### src/rtl/nibble_loop_sched.sv
// Two-client round-robin scheduler for a shared nibble-serial ALU loop unit.
// Latches the winning job, sequences the loop unit through preload and count, returns result.
module nibble_loop_sched #(
   parameter int unsigned TIMEOUT_CYCLES = 20
) (
   input  logic        clk,
   input  logic        rst,

   input  logic        req0_valid,
   output logic        req0_ready,
   input  logic [3:0]  req0_cmd,
   input  logic [2:0]  req0_nibbles,
   input  logic        req0_neg,
   input  logic [31:0] req0_w1,
   input  logic [31:0] req0_w2,
   input  logic [31:0] req0_preinit,

   input  logic        req1_valid,
   output logic        req1_ready,
   input  logic [3:0]  req1_cmd,
   input  logic [2:0]  req1_nibbles,
   input  logic        req1_neg,
   input  logic [31:0] req1_w1,
   input  logic [31:0] req1_w2,
   input  logic [31:0] req1_preinit,

   output logic        rsp0_valid,
   input  logic        rsp0_ready,
   output logic        rsp1_valid,
   input  logic        rsp1_ready,
   output logic [31:0] rsp_result,
   output logic        rsp_timeout,

   output logic        loop_perm_to_count,
   output logic [2:0]  loop_nibbles_number,
   output logic [7:0]  loop_ctrl,
   output logic        loop_word2_is_negative,
   output logic [31:0] loop_word1,
   output logic [31:0] loop_word2,
   output logic [31:0] loop_preinit,
   input  logic        loop_busy,
   input  logic [31:0] loop_result
);

   localparam int unsigned CntW = $clog2(TIMEOUT_CYCLES + 1);

   typedef enum logic [1:0] {StIdle, StArm, StRun, StResp} state_t;

   state_t         state_q;
   logic           last_grant_q;
   logic           owner_q;
   logic [3:0]     cmd_q;
   logic [2:0]     nib_q;
   logic           neg_q;
   logic [31:0]    w1_q;
   logic [31:0]    w2_q;
   logic [31:0]    pre_q;
   logic [CntW-1:0] tcnt_q;
   logic           perm_q;
   logic           rsp0_valid_q;
   logic           rsp1_valid_q;
   logic [31:0]    result_q;
   logic           timeout_q;

   logic           grant_any;
   logic           grant_sel;
   logic           rsp_hs;

   // On a tie the requester that did not win last time is granted.
   always_comb begin
      grant_any  = (state_q == StIdle) && (req0_valid || req1_valid);
      grant_sel  = (req0_valid && req1_valid) ? ~last_grant_q : req1_valid;
      req0_ready = grant_any && !grant_sel;
      req1_ready = grant_any && grant_sel;
      rsp_hs     = owner_q ? rsp1_ready : rsp0_ready;
   end

   always_ff @(posedge clk or posedge rst) begin
      if (rst) begin
         state_q      <= StIdle;
         last_grant_q <= 1'b1;
         owner_q      <= 1'b0;
         cmd_q        <= '0;
         nib_q        <= '0;
         neg_q        <= 1'b0;
         w1_q         <= '0;
         w2_q         <= '0;
         pre_q        <= '0;
         tcnt_q       <= '0;
         perm_q       <= 1'b0;
         rsp0_valid_q <= 1'b0;
         rsp1_valid_q <= 1'b0;
         result_q     <= '0;
         timeout_q    <= 1'b0;
      end else begin
         unique case (state_q)
            StIdle: begin
               if (grant_any) begin
                  owner_q      <= grant_sel;
                  last_grant_q <= grant_sel;
                  cmd_q        <= grant_sel ? req1_cmd     : req0_cmd;
                  nib_q        <= grant_sel ? req1_nibbles : req0_nibbles;
                  neg_q        <= grant_sel ? req1_neg     : req0_neg;
                  w1_q         <= grant_sel ? req1_w1      : req0_w1;
                  w2_q         <= grant_sel ? req1_w2      : req0_w2;
                  pre_q        <= grant_sel ? req1_preinit : req0_preinit;
                  state_q      <= StArm;
               end
            end
            StArm: begin
               tcnt_q  <= '0;
               perm_q  <= 1'b1;
               state_q <= StRun;
            end
            StRun: begin
               tcnt_q <= tcnt_q + CntW'(1);
               // Busy is stale in the first RUN cycle, so completion is only honoured later.
               if ((tcnt_q != '0) && !loop_busy) begin
                  result_q     <= loop_result;
                  timeout_q    <= 1'b0;
                  perm_q       <= 1'b0;
                  rsp0_valid_q <= !owner_q;
                  rsp1_valid_q <= owner_q;
                  state_q      <= StResp;
               end else if (tcnt_q == CntW'(TIMEOUT_CYCLES - 1)) begin
                  result_q     <= '0;
                  timeout_q    <= 1'b1;
                  perm_q       <= 1'b0;
                  rsp0_valid_q <= !owner_q;
                  rsp1_valid_q <= owner_q;
                  state_q      <= StResp;
               end
            end
            StResp: begin
               if (rsp_hs) begin
                  rsp0_valid_q <= 1'b0;
                  rsp1_valid_q <= 1'b0;
                  state_q      <= StIdle;
               end
            end
            default: state_q <= StIdle;
         endcase
      end
   end

   assign rsp0_valid             = rsp0_valid_q;
   assign rsp1_valid             = rsp1_valid_q;
   assign rsp_result             = result_q;
   assign rsp_timeout            = timeout_q;
   assign loop_perm_to_count     = perm_q;
   assign loop_nibbles_number    = nib_q;
   // {cmd, carry_in, reserved}; carry_in is left at 0 for the loop unit to own.
   assign loop_ctrl              = {cmd_q, 4'b0000};
   assign loop_word2_is_negative = neg_q;
   assign loop_word1             = w1_q;
   assign loop_word2             = w2_q;
   assign loop_preinit           = pre_q;

endmodule

### config.mk
export PLATFORM = sky130hd
export DESIGN_NAME = nibble_loop_sched
export DESIGN_NICKNAME = d
export VERILOG_FILES = /design/src/rtl/nibble_loop_sched.sv
export SDC_FILE = /design/constraint.sdc
export NUM_CORES = 1
export LEC_CHECK = 0
export ABC_AREA = 0
export ABC_CLOCK_PERIOD_IN_PS = 6570
export CAP_MARGIN = 20
export CORE_MARGIN = 1.5
export CORE_UTILIZATION = 25
export CTS_BUF_LIST = sky130_fd_sc_hd__clkbuf_8
export DETAILED_ROUTE_END_ITERATION = 12
export PLACE_DENSITY_LB_ADDON = 0.1
export SLEW_MARGIN = 15
export SYNTH_ARGS = -nofsm -noshare
export SYNTH_HDL_FRONTEND = slang
export SYNTH_SLANG_ARGS = --single-unit
### constraint.sdc
create_clock -name clk -period 6.57 [get_ports clk]
set_input_delay 1.314 -clock clk [delete_from_list [all_inputs] [get_ports clk]]
set_output_delay 1.314 -clock clk [all_outputs]
set_load 0.01 [all_outputs]
==> run metrics, run 1 <==
Layout area overhead 69.1%; final WL about 25000 um; Final period util 0.688; routed length per placed instance between 15 and 20 um; Startpoint Class input port; Max Clk Rate approximately 220 MHz; post-synth top area share 0.576; mux share of post-synthesis cell area 0.00836; Placement Setup Slack 2.00 ns; CP Class in -> out; multi-input logic area 1880 sq um; RSZ-0062 raised after global routing false; Power Density 414 nW/um^2; synth warn 0; largest area contributor in the netlist dfrtp_1; Vias around 6000; DRT Pass-1 Iters 9; clk slew on worst S/H paths 0.08 ns; pin count of the biggest net entering global routing 93; Slew @ Worst Pin 1.12 ns; Crit path arrival time roughly 3.2 ns; critical path required time 5.26 ns; initial antenna violation count 1; final hold viol count 0; Largest delay share family, worst path buffers and inverters; setup bufs post-CTS 0; post_cts resized 0; number of global-route vias before repair between 5000 and 6000; worst hold path type reg -> reg; die area roughly 27000 sq um; largest family of logic cells by synthesized area compound AO/OA/AOI/OAI gates; final design utilization 0.431; Yosys reg bits about 150; ranking of synthesized cells by area dfrtp_1, a222oi_1, inv_1; Die Height 163 um; sequential cell area about 3700 sq um; CTS tree built; Die Wd 163 um; layout cells sized above 1 0.0764; post-synthesis average cell area roughly 11 sq um; Cells after Synth 564; Hold Buf Count CTS 0; Vias/cell about 4.7; adder-cell share of the synthesized area 0.00972; GRT overflow 0; most frequent CP cell clkdlybuf4s50_1; row cnt 58; Synth Cell Area 6430 sq um; initial core utilization 0.255; first-pass GRT wire length roughly 36000 um; sequential cell area fraction in the yosys report 0.580; CP max FO 17; PortBufs 388; max-slew violations 0; TritonCTS Sinks approximately 150; Final setup viols 0; outcome finished clean; Synth Area in Compound Gates 0.213; Post-Synth XOR/XNOR Area 0; Setup Skew 0.0152 ns; final net count ~1200; fillcell total around 2400; post-route DRC violation count 0; Top-Level Pins 393; Leak Pwr roughly 5.1 nW; crit-path cells clkdlybuf4s50_1, nand2_1, a21oi_4, clkdlybuf4s50_1; maximum clock path buffer count 2; Yosys cell types 35; Min Clock Period, post-route between 4 and 5 ns; CTS root buffer clkbuf_8; setup TNS 0 ns; 1st-iter DRT viols 654; post-detail-place hpwl between 15000 and 20000 um; CP Capture Type output pin; total power draw ~4.5 mW; non-filler instance count after layout 1274; placed insts between 1000 and 1500; max_slew headroom 0.252; H-tree Lvls 4; Worst path slowest cell clkdlybuf4s50_1; Post-Synth Simple-Gate Area 0.0554; remaining antenna violation count after routing 0; worst path bufs/invs 2; total track usage 0.181; number of CTS-inserted buffers 17; core area roughly 25000 sq um; GPL Wtd Cong about 0.77; crit-path max cell delay between 0.6 and 0.7 ns; maxcap violations 0; worst setup margin ~2.0 ns; Max IR drop VDD between 150 and 200 uV; worst skew pair latency 0.44 ns
==> worst reg2reg max path: stages (launching register included) <==
cell	delay [ns]
dfrtp_1	0.40
inv_1	0.10
ha_1	0.32
nand2_1	0.14
a21oi_4	0.48
buf_4	0.87
a222oi_1	0.37
inv_1	0.11
==> cell families after synthesis <==
kind of cell / count (synthesis)
muxes: 5
buffers and inverters: 195
adders and majority gates: 5
and+or+nand+nor: 56
other: 1
AOI/OAI and AO/OA: 153
DFF: 149
==> Yosys cell counts (all sizes together) <==
library cell	instances
or2	1
o211ai	2
buf	35
a21boi	1
nor2b	1
mux2i	2
mux2	3
a21o	3
nor4b	1
nor3	1
ha	5
dfstp	1
a21oi	3
nor3b	1
dfrtp	148
nand3	37
conb	1
a22oi	1
o21ai	36
nand2	9
or3	1
nor2	3
inv	145
a222oi	104
o22ai	2
nand4bb	1
a22o	1
clkbuf	15
==> cell usage in the layout, fill, tap and decap left out, drive strengths merged, types with 4 or more instances in the layout <==
master	n
nand3	37
conb	4
a222oi	104
dfrtp	148
ha	5
inv	151
clkbuf	18
o21ai	36
buf	6
clkinv	4
clkdlybuf4s50	388
nand2	9
==> sequential cells by signal (all words and copies together) (netlist names), 2 cells and up <==
signal,flops
loop_preinit,32
cmd_q,4
loop_nibbles_number,3
loop_word1,32
state_q,2
loop_word2,32
tcnt_q,5
rsp_result,32
==> area by class of cell <==
type | instances | area share
clock buffer | 18 | 0.0228
antenna | 2 | 0.000460
inverter | 145 | 0.0505
tap | 330 | 0.0379
clock inverter | 13 | 0.0114
sequential | 149 | 0.343
multi-input combinational | 223 | 0.173
timing repair buffer | 394 | 0.361
==> stage by stage <==
stage | hold WS [ns] | area (sq um)
finish | 0.493 | 10900
global route | 0.509 | 10900
CTS | 0.495 | 10900
detailed placement | 0.474 | 10500
global placement | 0.470 | 10500
floorplan | 0.508 | 6450
==> path summary, 6_finish.rpt <==
kind / startpoint / endpoint / slack, ns / cells after the start
worst max-delay path: req0_valid / req0_ready / 2.05 / 4
worst min-delay path: loop_preinit[16] / loop_preinit[16] / 0.49 / 2
worst max register to register: state_q[0] / loop_word1[24] / 3.72 / 7
worst min register to register: loop_preinit[16] / loop_preinit[16] / 0.49 / 2
max in group asynchronous: rst / loop_word1[25] / 4.10 / 3
min in group asynchronous: rst / rsp_result[14] / 1.24 / 2
==> per-layer routing <==
metal,global-route usage,wire (um)
met1,0.220,10200
met2,0.307,12500
met3,0.0579,2040
met4,0.0471,213
met5,0,13
==> where the power goes <==
| group | switching (mW) | internal, mW | leakage [nW] |
|---|---|---|---|
| Combinational | 1.03 | 1.21 | 3.06 |
| Clock | 0.383 | 0.314 | 0.188 |
| Sequential | 0.230 | 1.34 | 1.86 |
| Total | 1.64 | 2.87 | 5.10 |
Note: power is estimated with default switching activity, not from simulation.
==> inputs of run 2 (changes only) <==
ABC_CLOCK_PERIOD_IN_PS = 4500   (was 6570)
clock period = 4.5 ns   (was 6.57 ns; I/O delays follow)
==> run 2 against run 1 <==
  * Critical path depth is the same
  * Die area unchanged
  * Final area is 1.1% higher
  * Clock skew down 0.0038 ns
  * Worst hold slack worse by 0.0010 ns
  * Sequential share of layout area decreased by 0.37 points
  * Sequential cell count unchanged
  * Worst setup slack got worse by 0.90 ns
  * Routed wire length down 0.72%
  * Largest cell class unchanged
==> run metrics, run 2 (synthesis results as in run 1) <==
outcome finished clean; routed length per placed instance 19.5 um (-0.72%); 1st-iter DRT viols 674 (+3.1%); CP max FO 4 (-13); Hold Buf Count CTS 0 (unchanged); fillcell total 2438 (+0.95%); CP Capture Type output pin; Setup Skew 0.0114 ns (-0.00379 ns); post_cts resized 0 (unchanged); number of CTS-inserted buffers 17 (unchanged); placed cell area 10600 sq um (+0.49%); Min Clock Period, post-route around 3.4 ns; Vias/cell 4.61 (-1.7%); Max IR drop VDD 233 uV (+43%); GRT overflow 0 (unchanged); maximum clock path buffer count 2 (unchanged); Crit path arrival time 2.45 ns (-0.76 ns); RSZ-0062 raised after global routing false; maxcap violations 0 (unchanged); final WL 24800 um (-0.72%); H-tree Lvls 4 (unchanged); Placement Setup Slack 1.09 ns (-0.910 ns); hold_ws 0.492 ns (-0.00103 ns); critical path required time 3.60 ns (-1.66 ns); ANT cells 0 (-2); final net count 1184 (+0.17%); most frequent cells in the layout clkdlybuf4s50_1, dfrtp_1, inv_1, a222oi_1, nand3_1; Final period util 0.745; die area 26700 sq um (unchanged); post-detail-place hpwl 17700 um (+1.3%); layout cells sized above 1 0.0794 (+0.00302); max-slew violations 0 (unchanged); Layout area overhead 71.0%; GPL Wtd Cong 0.736 (-4.0%); max_slew headroom 0.459 (+0.207); first-pass GRT wire length 36200 um (+0.36%); pin count of the biggest net entering global routing 95 (+2.2%); worst setup margin 1.15 ns (-0.899 ns); CTS tree built; PortBufs 388 (unchanged); CTS root buffer clkbuf_8; DRT Pass-1 Iters 9 (unchanged); Vias 5869 (-1.7%); remaining antenna violation count after routing 0 (unchanged); placed insts 1243 (+0.16%); core area 25300 sq um (unchanged); most common cell after layout, fill and taps aside clkdlybuf4s50_1; final hold viol count 0 (unchanged); initial core utilization 0.255 (unchanged); row cnt 58 (unchanged); Max Clk Rate around 300 MHz; Power Density 616 nW/um^2 (+49%); clk slew on worst S/H paths 0.09 ns (about the same); CP Class in -> out; Top-Level Pins 393 (unchanged); Leak Pwr 5.15 nW (+0.98%); Startpoint Class input port; Final Cell Area 11000 sq um (+1.1%); Final setup viols 0 (unchanged); Die Wd 163 um (unchanged); setup bufs post-CTS 0 (unchanged); non-filler instance count after layout 1274 (unchanged); setup TNS 0 ns (unchanged); Die Height 163 um (unchanged); worst hold path type reg -> reg; post-route DRC violation count 0 (unchanged); Slew @ Worst Pin 0.811 ns (-0.311 ns); total track usage 0.181 (+0.000462); worst skew pair latency 0.44 ns (about the same); TritonCTS Sinks 149 (unchanged); initial antenna violation count 0 (-1); number of global-route vias before repair 5944 (+1.9%)
==> run 2: power by group <==
group	total (mW)	internal [mW]	switching, mW
Combinational	3.29	1.78	1.51
Clock	1.19	0.626	0.560
Sequential	2.29	1.96	0.335
==> run 2: area by class of cell <==
cell class / count / area [sq um] / share of cell area
Clock buffer: 18 / 248 / 0.0225
Clock inverter: 13 / 196 / 0.0179
Inverter: 145 / 548 / 0.0498
Multi-Input combinational cell: 223 / 1880 / 0.171
Sequential cell: 149 / 3730 / 0.339
Tap cell: 330 / 413 / 0.0375
Timing Repair Buffer: 396 / 3980 / 0.362
==> run 2: worst paths after layout <==
kind,startpoint,end,slack (ns),depth (start not counted)
setup / recovery,req1_valid,req1_ready,1.15,4
hold / removal,loop_preinit[1],loop_preinit[1],0.49,2
setup reg to reg,state_q[0],loop_word2[30],1.87,8
hold reg to reg,loop_preinit[1],loop_preinit[1],0.49,2
max in group asynchronous,rst,loop_word2[29],2.80,3
min in group asynchronous,rst,rsp_result[20],0.87,2
==> run 2: stage by stage <==
step,total power [mW],utilization
after floorplan,3.87,-
after detailed placement,5.66,0.418
after global routing,7.25,0.436
final,6.77,0.436
after CTS,6.89,0.436
after global placement,5.64,0.418
==> run 2: per-layer routing <==
metal  routed length [um]  vias to the layer above  track usage
li1                     -                     2780            -
met1                 9450                     2799        0.207
met2                12600                      274        0.317
met3                 2510                       16       0.0691
met4                  235                        0       0.0467
met5                    0                        -            0
==> run 2: worst max-delay path, stage by stage <==
cell             delay (ns)
clkdlybuf4s50_1        0.64
nand2_1                0.14
a21oi_4                0.13
clkdlybuf4s50_1        0.63
==> inputs of run 3 (changes only) <==
ABC_CLOCK_PERIOD_IN_PS = 3300   (was 4500)
clock period = 3.3 ns   (was 4.5 ns; I/O delays follow)
==> run 3 against run 2 <==
  * Die area stayed put
  * Total power is 34% higher
  * Routed wire length is 0.52% lower
  * Combinational power is 37% higher
  * Sequential share of layout area hardly changed
  * Clock power is 18% higher
==> run metrics, run 3 (synthesis results as in run 1) <==
GPL Wtd Cong 0.747 (+1.5%); final design utilization 0.435 (about the same); initial antenna violation count 1 (+1); Startpoint Class input port; Final setup viols 0 (unchanged); core area 25300 sq um (unchanged); post-detail-place hpwl 17200 um (-3.2%); final WL 24700 um (-0.52%); setup bufs post-CTS 0 (unchanged); Vias/cell 4.62 (+0.30%); die area 26700 sq um (unchanged); sequential cell area 3730 sq um (unchanged); Final period util 0.879; pin count of the biggest net entering global routing 107 (+13%); 1st-iter DRT viols 747 (+11%); maximum clock path buffer count 2 (unchanged); clk slew on worst S/H paths 0.09 ns (about the same); critical path required time 2.64 ns (-0.96 ns); Min Clock Period, post-route between 2 and 3 ns; Layout area overhead 70.9% (about the same); Top-Level Pins 393 (unchanged); CTS tree built; multi-input logic area 1880 sq um (unchanged); post-route DRC violation count 0 (unchanged); remaining antenna violation count after routing 0 (unchanged); Worst path slowest cell clkdlybuf4s50_1; crit-path cells clkdlybuf4s50_1, nand2_1, a21oi_4, clkdlybuf4s50_1; hold_ws 0.490 ns (-0.00174 ns); Die Height 163 um (unchanged); Crit path arrival time 2.24 ns (-0.21 ns); max_slew headroom 0.462 (+0.00259); worst hold path type reg -> reg; crit-path max cell delay 0.63 ns (about the same); total track usage 0.180 (-0.00180); Max IR drop VDD 437 uV (+87%); layout cells sized above 1 0.0813 (+0.00186); final hold viol count 0 (unchanged); PortBufs 388 (unchanged); first-pass GRT wire length 36100 um (-0.30%); worst skew pair latency 0.45 ns (about the same); number of global-route vias before repair 6015 (+1.2%); RSZ-0062 raised after global routing false; CP Class in -> out; initial core utilization 0.255 (unchanged); routed length per placed instance 19.3 um (-0.84%); H-tree Lvls 4 (unchanged); GRT overflow 0 (unchanged); row cnt 58 (unchanged); Power Density 823 nW/um^2 (+34%); worst path bufs/invs 2 (unchanged); most frequent cells in the layout clkdlybuf4s50_1, dfrtp_1, inv_1, a222oi_1, nand3_1; final net count 1188 (+0.34%); Setup Skew 0.0178 ns (+0.00634 ns); Vias 5905 (+0.61%); Slew @ Worst Pin 0.807 ns (-0.00389 ns); max-slew violations 0 (unchanged); Leak Pwr 5.15 nW (-0.13%); most common cell after layout, fill and taps aside clkdlybuf4s50_1; CP max FO 4 (unchanged); Die Wd 163 um (unchanged); most frequent CP cell clkdlybuf4s50_1; outcome finished clean; DRT Pass-1 Iters 6 (-3); TritonCTS Sinks 149 (unchanged); CP Capture Type output pin; Max Clk Rate 345 MHz; CTS root buffer clkbuf_8; setup TNS 0 ns (unchanged); Hold Buf Count CTS 0 (unchanged); fillcell total 2413 (-1.0%); post_cts resized 0 (unchanged); number of CTS-inserted buffers 17 (unchanged); Largest delay share family, worst path buffers and inverters; maxcap violations 0 (unchanged)
[run 3: cell types whose count changed in the layout (fill, tap and decap cells not counted), sizes merged]
| cell | delta |
|---|---|
| clkinvlp | +2 |
| buf | +4 |
| bufinv | -2 |
| clkinv | +1 |
| diode | +1 |
| inv | -1 |
| clkbuf | -1 |
[run 3: final timing paths]
| check | startpoint | to | slack, ns | cells past startpoint |
|---|---|---|---|---|
| hold / removal | loop_word2[11] | loop_word2[11] | 0.49 | 2 |
| hold reg to reg | loop_word2[11] | loop_word2[11] | 0.49 | 2 |
| setup / recovery | req1_valid | req1_ready | 0.40 | 4 |
| min in group asynchronous | rst | loop_preinit[17] | 0.63 | 2 |
| max in group asynchronous | rst | loop_word1[17] | 1.86 | 4 |
| setup reg to reg | state_q[0] | rsp_timeout | 1.22 | 5 |
[run 3: area by class of cell]
| class | count | area share |
|---|---|---|
| timing repair buffer | 400 | 0.368 |
| antenna | 1 | 0.000228 |
| clock buffer | 17 | 0.0213 |
| inverter | 145 | 0.0498 |
| sequential | 149 | 0.339 |
| multi-input combinational | 223 | 0.171 |
| tap | 330 | 0.0376 |
| clock inverter | 13 | 0.0123 |
[run 3: power breakdown]
group	switching [mW]	internal, mW	leakage, nW
registers	0.460	2.67	1.86
logic	2.06	2.45	3.11
clock network	0.752	0.662	0.181
total	3.27	5.78	5.15
[run 3: layer usage]
layer  up-vias  routed length [um]  share of wire  track usage
li1       2791                   -              -            -
met1      2842                9920           0.40        0.215
met2       261               12200           0.49        0.306
met3        11                2370          0.096       0.0640
met4         0                 189         0.0077       0.0442
met5         -                   0              0            0
[run 3: stage by stage]
stage / std cells / instance area (sq um) / total power [mW] / worst slack (ns)
6_report: 1278 / 11000 / 9.05 / 0.400
4_1_cts: 1277 / 11000 / 9.17 / 0.333
3_3_place_gp: 1247 / 10600 / 7.72 / 0.424
5_1_grt: 1278 / 11000 / 9.70 / 0.237
2_1_floorplan: 567 / 6450 / 5.27 / 0.766
3_5_place_dp: 1247 / 10600 / 7.72 / 0.398
[run 3: worst reg2reg max path: cells and delay by family (launching register included)]
kind                       cells  cell delay (ns)
adders and majority gates      1             0.34
DFF                            1             0.39
and+or+nand+nor                1             0.67
AOI/OAI and AO/OA              1             0.33
buffers and inverters          2             0.21
